### src/rtl/alu_exec_unit.sv
`default_nettype none
// ============================================================================
// Module   : alu_exec_unit
// Brief    : Registered MIPS-style execute slice: ALU control decode, 32-bit
//            ALU with zero/negative/jump flags, PC+4 and branch-target adders.
// Revision : 1.0 - initial release
// ============================================================================
module alu_exec_unit (
   input  logic        clk,
   input  logic        reset,
   input  logic [2:0]  aluop,
   input  logic [5:0]  funct,
   input  logic [31:0] a,
   input  logic [31:0] b,
   input  logic [4:0]  shamt,
   input  logic [31:0] pc,
   input  logic [31:0] offset,
   output logic [31:0] result,
   output logic        zero,
   output logic        negative,
   output logic        jmor,
   output logic [2:0]  gout,
   output logic [31:0] pc_plus4,
   output logic [31:0] branch_target
);

   localparam logic [2:0] c_alu_and  = 3'b000;
   localparam logic [2:0] c_alu_or   = 3'b001;
   localparam logic [2:0] c_alu_add  = 3'b010;
   localparam logic [2:0] c_alu_sll  = 3'b011;
   localparam logic [2:0] c_alu_pass = 3'b100;
   localparam logic [2:0] c_alu_xor  = 3'b101;
   localparam logic [2:0] c_alu_sub  = 3'b110;
   localparam logic [2:0] c_alu_slt  = 3'b111;

   logic [2:0]  w_gout;
   logic [31:0] w_result;
   logic [31:0] w_pc_plus4;
   logic [31:0] w_branch_target;

   logic [31:0] r_result;
   logic        r_zero;
   logic        r_negative;
   logic        r_jmor;
   logic [2:0]  r_gout;
   logic [31:0] r_pc_plus4;
   logic [31:0] r_branch_target;

   always_comb begin
      w_gout = c_alu_add;
      case (aluop)
         3'b000: w_gout = c_alu_add;
         3'b001: w_gout = c_alu_sub;
         3'b011: w_gout = c_alu_and;
         3'b100: w_gout = c_alu_or;
         3'b010: begin
            case (funct)
               6'b100000: w_gout = c_alu_add;
               6'b100010: w_gout = c_alu_sub;
               6'b100100: w_gout = c_alu_and;
               6'b100101: w_gout = c_alu_or;
               6'b101010: w_gout = c_alu_slt;
               6'b000000: w_gout = c_alu_sll;
               6'b001000,
               6'b010111: w_gout = c_alu_pass;
               default:   w_gout = c_alu_add;
            endcase
         end
         default: w_gout = c_alu_add;
      endcase
   end

   always_comb begin
      w_result = 32'h0;
      case (w_gout)
         c_alu_and:  w_result = a & b;
         c_alu_or:   w_result = a | b;
         c_alu_add:  w_result = a + b;
         c_alu_sll:  w_result = b << shamt;
         c_alu_pass: w_result = a;
         c_alu_xor:  w_result = a ^ b;
         c_alu_sub:  w_result = a - b;
         c_alu_slt:  w_result = ($signed(a) < $signed(b)) ? 32'h1 : 32'h0;
         default:    w_result = 32'h0;
      endcase
   end

   // Branch target is built from the PC+4 sum so both adders share one chain.
   assign w_pc_plus4      = pc + 32'h4;
   assign w_branch_target = w_pc_plus4 + {offset[29:0], 2'b00};

   always_ff @(posedge clk or posedge reset) begin
      if (reset) begin
         r_result        <= 32'h0;
         r_zero          <= 1'b0;
         r_negative      <= 1'b0;
         r_jmor          <= 1'b0;
         r_gout          <= 3'b000;
         r_pc_plus4      <= 32'h0;
         r_branch_target <= 32'h0;
      end else begin
         r_result        <= w_result;
         r_zero          <= (w_result == 32'h0);
         r_negative      <= w_result[31];
         r_jmor          <= (w_gout == c_alu_pass);
         r_gout          <= w_gout;
         r_pc_plus4      <= w_pc_plus4;
         r_branch_target <= w_branch_target;
      end
   end

   assign result        = r_result;
   assign zero          = r_zero;
   assign negative      = r_negative;
   assign jmor          = r_jmor;
   assign gout          = r_gout;
   assign pc_plus4      = r_pc_plus4;
   assign branch_target = r_branch_target;

endmodule
`default_nettype wire

### config.mk
export PLATFORM = sky130hd
export DESIGN_NAME = alu_exec_unit
export DESIGN_NICKNAME = d
export VERILOG_FILES = /design/src/rtl/alu_exec_unit.sv
export SDC_FILE = /design/constraint.sdc
export NUM_CORES = 1
export LEC_CHECK = 0
export CAP_MARGIN = 20
export CORE_UTILIZATION = 55
export DETAILED_ROUTE_END_ITERATION = 10
export PLACE_DENSITY_LB_ADDON = 0.1
export REMOVE_ABC_BUFFERS = 1
export SYNTH_ARGS = -nofsm -noshare
export SYNTH_HDL_FRONTEND = slang
export SYNTH_SLANG_ARGS = --single-unit
### constraint.sdc
create_clock -name clk -period 6.7 [get_ports clk]
set_clock_uncertainty 0.1 [all_clocks]
set_input_delay 1.675 -clock clk [delete_from_list [all_inputs] [get_ports clk]]
set_output_delay 1.675 -clock clk [all_outputs]
set_load 0.01 [all_outputs]
==> key figures, run 1 <==
Worst setup path
  – Kind of critical path: input port to register
  – CP Launch Type: input port
  – Crit-path max FO: 2
  – CP required: 6860 ps
  – CP Data Arrival Time: 6620 ps
  – Crit-path cells: clkdlybuf4s50_1, inv_1, ha_1, fa_1, o21bai_1, a221oi_1, o2bb2ai_1, a2111oi_1, buf_4, mux2i_1, o32a_1, nor3_1, nand4bb_1, or4_1, or4_1, nor4_1, buf_4, nor4b_4
  – Largest stage delay, worst path: 560 ps
  – CP Capture Type: register
  – CP max stage cell: or4_1

Die
  – Io pins: 246
  – Die Wd: 147 um
  – Die Height: 147 um
  – Core Box Area: 20400 um2
  – FP Rows: 52
  – Full die area: 21600 um2
  – Initial core utilization: 0.566

Drt
  – WL final: 40.1 mm
  – Initial DRT Pass Iterations: 5
  – Wire per inst: 20.7 um
  – Routed vias: 12266
  – Initial drt markers: 825
  – Vias per cell: 6.33
  – Drt drc: 0
  – Post-DRT Antenna Nets: 0

Clock network
  – Clock tree sinks: 99
  – CTS Buffer Depth: 2
  – Post-CTS Setup Repair Bufs: 0
  – Total CTS buffers: 9
  – CTS tree: yes
  – # H-tree levels: 3
  – PostCTS Resize Cnt: 0
  – Root Driver: clkbuf_16
  – Reg clk slew, reported paths: 70 ps
  – Hold buffers post-CTS: 0

GRT
  – Antenna violations before repair: 2
  – Largest net degree at the start of global routing: 64
  – Global-route wire length before repair: 62.5 mm
  – Overflow after GRT: 0
  – Gr usage total: 0.367
  – Vias in the first global route: 11865

Yosys
  – Synth async-reset ratio: 1.00
  – Ys Warns: 0
  – Syn avg cell area: 8.42 um2
  – Synth area leaders: dfrtp_1 21%, ha_1 14%, a21oi_1 5.0%
  – Dominant cell type by area after synthesis: dfrtp_1
  – Post-synthesis cell area: 11600 um2
  – Seq cells post-synth: 99
  – Sequential share of the synthesized area: 0.214
  – Main synth FF type: dfrtp_1
  – Gate Count Post-Synth: 1373
  – Yosys top cell area share: 0.214
  – Unique masters post-synth: 98
  – Post-synth EDFFs: 0

STA
  – Setup TNS: 0 ps
  – Hold Fails Final Rpt: 0
  – # setup viols final: 0
  – Setup slack after layout: 237 ps
  – Fmax: 155 MHz
  – RSZ-0062 raised after global routing: no
  – Worst Tran Pin Value: 1150 ps
  – Final period utilization: 0.965
  – Max Slew Vio Count: 0
  – Post-route minimum period: 6460 ps
  – Slew HR: 0.225

Power
  – P_int: 0.00155 W
  – PD cells: 166 nW/um2
  – Switch Pwr: 0.000940 W
  – Clock share of power: 0.222
  – Reg power frac: 0.286
  – Leakage: 6.68 nW
  – Combinational Power Share: 0.492
  – Net Sw Frac: 0.377
  – Peak VDD IR: 0.122 mV

Hold path
  – Hold Crit Class: input port to register
  – Hold Path Depth: 1

Final layout
  – # diodes: 0
  – Layout Area Growth over Synthesis: 30.2%
  – Multi-input gate area: 8330 um2
  – Reg area: 2480 um2
  – Final net count: 1935
  – Share of cells above drive strength 1: 0.121
  – Final Non-Filler Cells: 1937
  – Fill count: 1618

Status
  – Status: completed

Flow run
  – Max cap viols: 0

Place
  – Placement Setup Slack: -24.4 ps
  – Dpl cells: 1921
  – I/O Buffers: 243
  – Detail Placement HPWL: 31.6 mm
  – Placer Congestion: 1.02
-- cell usage in the layout, fill, tap and decap left out, drive strengths merged, types with 8 or more instances in the layout --
master,count
a211oi,12
a21o,31
a21oi,116
a221oi,11
a31oi,14
and2,16
and3,17
buf,106
clkbuf,10
clkdlybuf4s50,241
dfrtp,99
ha,126
inv,107
mux2,17
mux2i,32
mux4,27
nand2,77
nand2b,17
nand3,36
nand4,10
nor2,121
nor2b,15
nor3,39
nor3b,8
o211ai,14
o21a,12
o21ai,71
o21bai,8
o221ai,11
o22ai,11
o31ai,12
o32a,9
or3,15
xnor2,52
xor2,26
-- routing by layer --
layer	vias up	routed length (um)	GRT usage
li1	5612	-	-
met1	5750	15700	0.466
met2	750	18600	0.607
met3	154	3870	0.0606
met4	0	1870	0.179
met5	-	0	0
-- worst max-delay path, delay by kind of cell --
| kind | cells | cell delay (ps) |
|---|---|---|
| fa+ha+maj | 2 | 640 |
| buf+inv | 4 | 920 |
| mux | 1 | 60 |
| simple gates | 6 | 1960 |
| compound gates | 5 | 1360 |
-- registers in the layout, indices dropped and copies added, names as in the netlist --
| name | cells |
|---|---|
| pc_plus4 | 30 |
| jmor | 1 |
| branch_target | 32 |
| zero | 1 |
| gout | 3 |
| negative | 1 |
| result | 31 |
-- cells by family (layout without fill, tap and decap cells) --
| family | count (synthesis) | count (layout) | share of synthesized area |
|---|---|---|---|
| buf+inv | 174 | 468 | 0.0654 |
| compound gates | 410 | 410 | 0.241 |
| fa+ha+maj | 129 | 129 | 0.142 |
| flops | 99 | 99 | 0.214 |
| xor+xnor | 78 | 78 | 0.0591 |
| mux | 76 | 76 | 0.0988 |
| simple gates | 407 | 407 | 0.180 |
-- area by class of cell --
type	instances	share of cell area
well taps	270	0.0224
repair buffers	347	0.214
multi-input cells	1100	0.553
clock inverters	6	0.00382
flip-flops and latches	99	0.165
inverters	105	0.0263
clock buffers	10	0.0159
-- final timing paths --
check                                     to   from
min in group asynchronous          result[3]  reset
worst min-delay path        branch_target[1]  pc[1]
worst max-delay path                    zero   a[0]
max in group asynchronous  branch_target[29]  reset
-- stage by stage --
step           area (um2)   util  total power [W]  hold slack [ps]
6_report            15100  0.737          0.00249             1660
5_1_grt             15100  0.737          0.00261             1650
4_1_cts             15100  0.737          0.00248             1650
3_5_place_dp        14800  0.722          0.00192             2030
3_3_place_gp        14800  0.722          0.00190             2030
2_1_floorplan       11200      -          0.00136             1610
-- Yosys cell counts (31+ instances only) --
library cell,number
nand3_1,36
dfrtp_1,99
nor2_1,121
inv_1,100
nor3_1,38
xnor2_1,52
a21oi_1,115
o21ai_0,65
ha_1,126
nand2_1,77
mux2i_1,32
clkbuf_1,35
a21o_1,31
-- power by group through the flow --
stage	Combinational, W	Clock [W]	Sequential (W)
floorplan	0.000586	0	0.000774
global placement	0.00118	0	0.000723
detailed placement	0.00120	0	0.000726
CTS	0.00120	0.000561	0.000714
global route	0.00131	0.000582	0.000721
finish	0.00123	0.000553	0.000713
Note: power is estimated with default switching activity, not from simulation.
==> run 2: changes to the inputs <==
- CORE_MARGIN: unset -> 4
==> run 2 against run 1 <==
Utilization is 0.086 points higher. Fmax increased by 2.1%. Count of clock-buffer cells in the layout did not move. Flip-flop and latch count stayed put. Highest routed layer unchanged. Critical path depth unchanged. Final area grew 0.12%. First-iteration DRC count rose by 39%. Sequential share of layout area is essentially flat.
==> key figures, run 2 (synthesized netlist as in run 1, its figures left out) <==
Status
  – Status: completed

Drt
  – WL final: 40.8 mm
  – Initial drt markers: 1143
  – Drt drc: 0
  – Routed vias: 12236
  – Post-DRT Antenna Nets: 0
  – Wire per inst: 21.0 um
  – Initial DRT Pass Iterations: 6
  – Vias per cell: 6.31

Place
  – Placement Setup Slack: 16.1 ps
  – Placer Congestion: 1.09
  – Detail Placement HPWL: 32.8 mm
  – I/O Buffers: 243

Clock network
  – CTS tree: yes
  – Total CTS buffers: 9
  – CTS Buffer Depth: 2
  – Post-CTS Setup Repair Bufs: 0
  – Root Driver: clkbuf_16
  – PostCTS Resize Cnt: 0
  – Hold buffers post-CTS: 0
  – # H-tree levels: 3
  – Reg clk slew, reported paths: 80 ps
  – Clock tree sinks: 99

Worst setup path
  – Largest stage delay, worst path: 560 ps
  – Crit path max-delay family: compound AO/OA/AOI/OAI gates
  – CP Capture Type: register
  – CP Launch Type: input port
  – CP required: 6870 ps
  – Crit-path cells: clkdlybuf4s50_1, inv_1, ha_1, fa_1, o21bai_1, a221oi_1, o2bb2ai_1, buf_4, a21oi_1, or3_1, a21oi_1, o32a_1, or3_1, a2111o_1, or4_1, nor4_1, buf_4, nor4b_4
  – Crit-path max FO: 5
  – Kind of critical path: input port to register
  – CP max stage cell: a21oi_1
  – Worst Path Buf+Inv: 4
  – CP Data Arrival Time: 6500 ps

Final layout
  – Layout Area Growth over Synthesis: 30.3%
  – Commonest non-fill, non-tap cell in the layout: clkdlybuf4s50_1
  – Share of cells above drive strength 1: 0.121
  – Final net count: 1937
  – Commonest cells after routing, fill and taps aside: 241 x clkdlybuf4s50_1, 126 x ha_1, 121 x nor2_1
  – Max reg flops: 32
  – # diodes: 0

Power
  – PD cells: 165 nW/um2
  – Peak VDD IR: 0.123 mV
  – Leakage: 6.69 nW

GRT
  – Gr usage total: 0.332
  – Antenna violations before repair: 0
  – Grt met2 use: 0.563
  – Gr busiest metal: met2
  – Global-route wire length before repair: 63.0 mm
  – Overflow after GRT: 0
  – Vias in the first global route: 11825
  – Largest net degree at the start of global routing: 57
  – Met1 usage: 0.430
  – Met3 Resource Use GR: 0.0551

Die
  – Initial core utilization: 0.566
  – Die Height: 153 um
  – Full die area: 23400 um2
  – FP Rows: 52
  – Io pins: 246
  – Die Wd: 153 um
  – Core Box Area: 20400 um2

STA
  – Fmax: 158 MHz
  – Post-route minimum period: 6330 ps
  – # setup viols final: 0
  – Setup TNS: 0 ps
  – Worst Tran Pin Value: 1110 ps
  – Setup slack after layout: 371 ps
  – Max Slew Vio Count: 0
  – Hold Fails Final Rpt: 0
  – Slew HR: 0.256
  – RSZ-0062 raised after global routing: no
  – Final period utilization: 0.945

Hold path
  – Hold Crit Class: input port to register
  – Hold Path Depth: 1
  – Worst hold endpoint: branch_target[0]
  – Hold Crit Start: pc[0]

Flow run
  – Max cap viols: 0
-- run 2: worst max-delay path by stage --
stage | startpoint | to | slack [ps] | cells past startpoint
2_1_floorplan | a[0] | zero | 1280 | 15
3_3_place_gp | a[0] | zero | 30 | 18
3_5_place_dp | a[0] | zero | 20 | 18
4_1_cts | a[0] | zero | 360 | 18
5_1_grt | a[0] | zero | 100 | 18
6_report | a[0] | zero | 370 | 18
-- run 2: area by class of cell --
type	instances	area, um2
multi-input cells	1100	8330
fillers	1604	5360
repair buffers	349	3240
flip-flops and latches	99	2480
inverters	105	397
well taps	270	338
clock buffers	10	229
clock inverters	6	57.6
-- run 2: routing by layer --
| metal | vias up | routed length (um) |
|---|---|---|
| met2 | 718 | 19300 |
| met5 | - | 0 |
| met3 | 122 | 3790 |
| li1 | 5625 | - |
| met1 | 5771 | 16200 |
| met4 | 0 | 1440 |
-- run 2: power breakdown --
part / leakage [nW] / internal [W] / switching (W)
registers: 1.17 / 0.000686 / 0.0000264
clock network: 0.141 / 0.000262 / 0.000282
logic: 5.38 / 0.000600 / 0.000636
total: 6.69 / 0.00155 / 0.000944
-- run 2: through the flow --
| stage | power (W) | area [um2] | utilization | cells | hold slack, ps |
|---|---|---|---|---|---|
| finish | 0.00249 | 15100 | 0.738 | 1939 | 1660 |
| global route | 0.00262 | 15100 | 0.738 | 1939 | 1660 |
| CTS | 0.00248 | 15100 | 0.738 | 1939 | 1650 |
| detailed placement | 0.00194 | 14800 | 0.724 | 1923 | 2030 |
| global placement | 0.00191 | 14800 | 0.724 | 1923 | 2020 |
| floorplan | 0.00136 | 11200 | - | 1304 | 1610 |
==> run 3: changes to the inputs <==
- CORE_UTILIZATION: 55 -> 53
- MAX_ROUTING_LAYER: unset -> met4
- SKIP_LAST_GASP: unset -> 1
==> run 3 against run 2 <==
Count of clock-buffer cells in the layout stayed put. Clock power hardly changed. Largest cell class unchanged. Cell count is 0.88% higher. Non-clock buffer count is 10 higher. Combinational power hardly changed. Critical endpoint unchanged.
==> key figures, run 3 (synthesized netlist as in run 1, its figures left out) <==
STA
  – Max Slew Vio Count: 0
  – Fmax: 155 MHz
  – Post-route minimum period: 6470 ps
  – RSZ-0062 raised after global routing: no
  – # setup viols final: 0
  – Worst Tran Pin Value: 924 ps
  – Hold Fails Final Rpt: 0
  – Final hold slack: 1630 ps
  – Setup slack after layout: 234 ps
  – Final period utilization: 0.965
  – Slew HR: 0.376
  – Setup TNS: 0 ps

Clock network
  – CTS tree: yes
  – CTS Buffer Depth: 2
  – Post-CTS Setup Repair Bufs: 0
  – Root Driver: clkbuf_16
  – Reg clk slew, reported paths: 70 ps
  – PostCTS Resize Cnt: 0
  – Clock tree sinks: 99
  – # H-tree levels: 3
  – Hold buffers post-CTS: 0
  – Total CTS buffers: 9

Die
  – Initial core utilization: 0.545
  – Io pins: 246
  – Core Box Area: 21200 um2
  – Die Height: 156 um
  – FP Rows: 53
  – Full die area: 24200 um2
  – Die Wd: 156 um

Final layout
  – Max reg flops: 32
  – Commonest cells after routing, fill and taps aside: 241 x clkdlybuf4s50_1, 126 x ha_1, 121 x nor2_1
  – Layout Area Growth over Synthesis: 30.9%
  – Final net count: 1947
  – Commonest non-fill, non-tap cell in the layout: clkdlybuf4s50_1
  – Share of cells above drive strength 1: 0.127

Drt
  – Vias per cell: 6.34
  – Post-DRT Antenna Nets: 0
  – Initial drt markers: 1057
  – Initial DRT Pass Iterations: 5
  – WL final: 42.6 mm
  – Drt drc: 0
  – Wire per inst: 21.8 um
  – Routed vias: 12392

Place
  – Detail Placement HPWL: 34.3 mm
  – Placement Setup Slack: 51.0 ps
  – Placer Congestion: 1.05
  – I/O Buffers: 243

Power
  – Peak VDD IR: 0.125 mV
  – Clock share of power: 0.218
  – P_int: 0.00156 W
  – Reg power frac: 0.285
  – Total power: 0.00251 W
  – Leakage: 6.73 nW
  – Switch Pwr: 0.000947 W
  – Net Sw Frac: 0.378
  – PD cells: 165 nW/um2
  – Combinational Power Share: 0.497

Worst setup path
  – CP Launch Type: input port
  – CP required: 6880 ps
  – Crit-path max FO: 6
  – Kind of critical path: input port to register
  – CP Capture Type: register
  – Crit. Startpoint: b[0]
  – CP Data Arrival Time: 6640 ps

GRT
  – Grt met2 use: 0.585
  – Global-route wire length before repair: 66.4 mm
  – Met3 Resource Use GR: 0.0594
  – Vias in the first global route: 12156
  – Gr usage total: 0.354
  – Gr busiest metal: met2
  – Antenna violations before repair: 2
  – Overflow after GRT: 0
  – Met1 usage: 0.441
  – Largest net degree at the start of global routing: 53

Flow run
  – Max cap viols: 0

Hold path
  – Hold Crit Class: input port to async pin

Status
  – Status: completed
==> run 3: worst max path at each step <==
stage           end  slack (ps)  cells after the start
3_3_place_gp   zero          80                     18
3_5_place_dp   zero          50                     18
4_1_cts        zero         430                     18
6_report       zero         230                     18
2_1_floorplan  zero        1280                     15
5_1_grt        zero          80                     18
==> run 3: routing by layer <==
| layer | up-vias | share of wire | wire length (um) |
|---|---|---|---|
| met4 | 0 | 0.038 | 1630 |
| li1 | 5655 | - | - |
| met2 | 760 | 0.47 | 20100 |
| met3 | 138 | 0.097 | 4140 |
| met1 | 5839 | 0.39 | 16700 |
| met5 | - | 0 | 0 |
==> run 3: layout make-up <==
cell class                 count  area, um2
antenna                        2       5.00
clock inverter                 6       57.6
timing repair buffer         359       3290
multi-input combinational   1100       8330
fill                        1695       6080
inverter                     105        397
clock buffer                  10        239
tap                          275        344
sequential                    99       2480
==> run 3: through the flow <==
step | cell area, um2 | std cells | util
after floorplan | 11200 | 1304 | -
after global placement | 14800 | 1937 | 0.699
after detailed placement | 14800 | 1938 | 0.699
after CTS | 15100 | 1954 | 0.713
after global routing | 15100 | 1956 | 0.714
final | 15100 | 1956 | 0.714
==> run 3: power by group through the flow <==
| stage | clock [W] | combinational, W | sequential [W] |
|---|---|---|---|
| 4_1_cts | 0.000551 | 0.00122 | 0.000716 |
| 3_5_place_dp | 0 | 0.00122 | 0.000728 |
| 3_3_place_gp | 0 | 0.00120 | 0.000722 |
| 2_1_floorplan | 0 | 0.000586 | 0.000774 |
| 6_report | 0.000546 | 0.00124 | 0.000715 |
| 5_1_grt | 0.000572 | 0.00133 | 0.000725 |
==> run 3: worst max-delay path, cell delays in order <==
cell             delay (ps)
clkdlybuf4s50_1         470
buf_4                   190
ha_1                    200
inv_1                    70
fa_1                    190
nor2b_1                  70
o31ai_1                 450
nand2_1                 200
a211o_1                 380
o41a_1                  410
a41oi_1                 540
o31ai_1                 250
mux2i_1                 190
a31oi_1                 220
or4_1                   580
nor4_1                  200
buf_4                   180
nor4b_4                 180
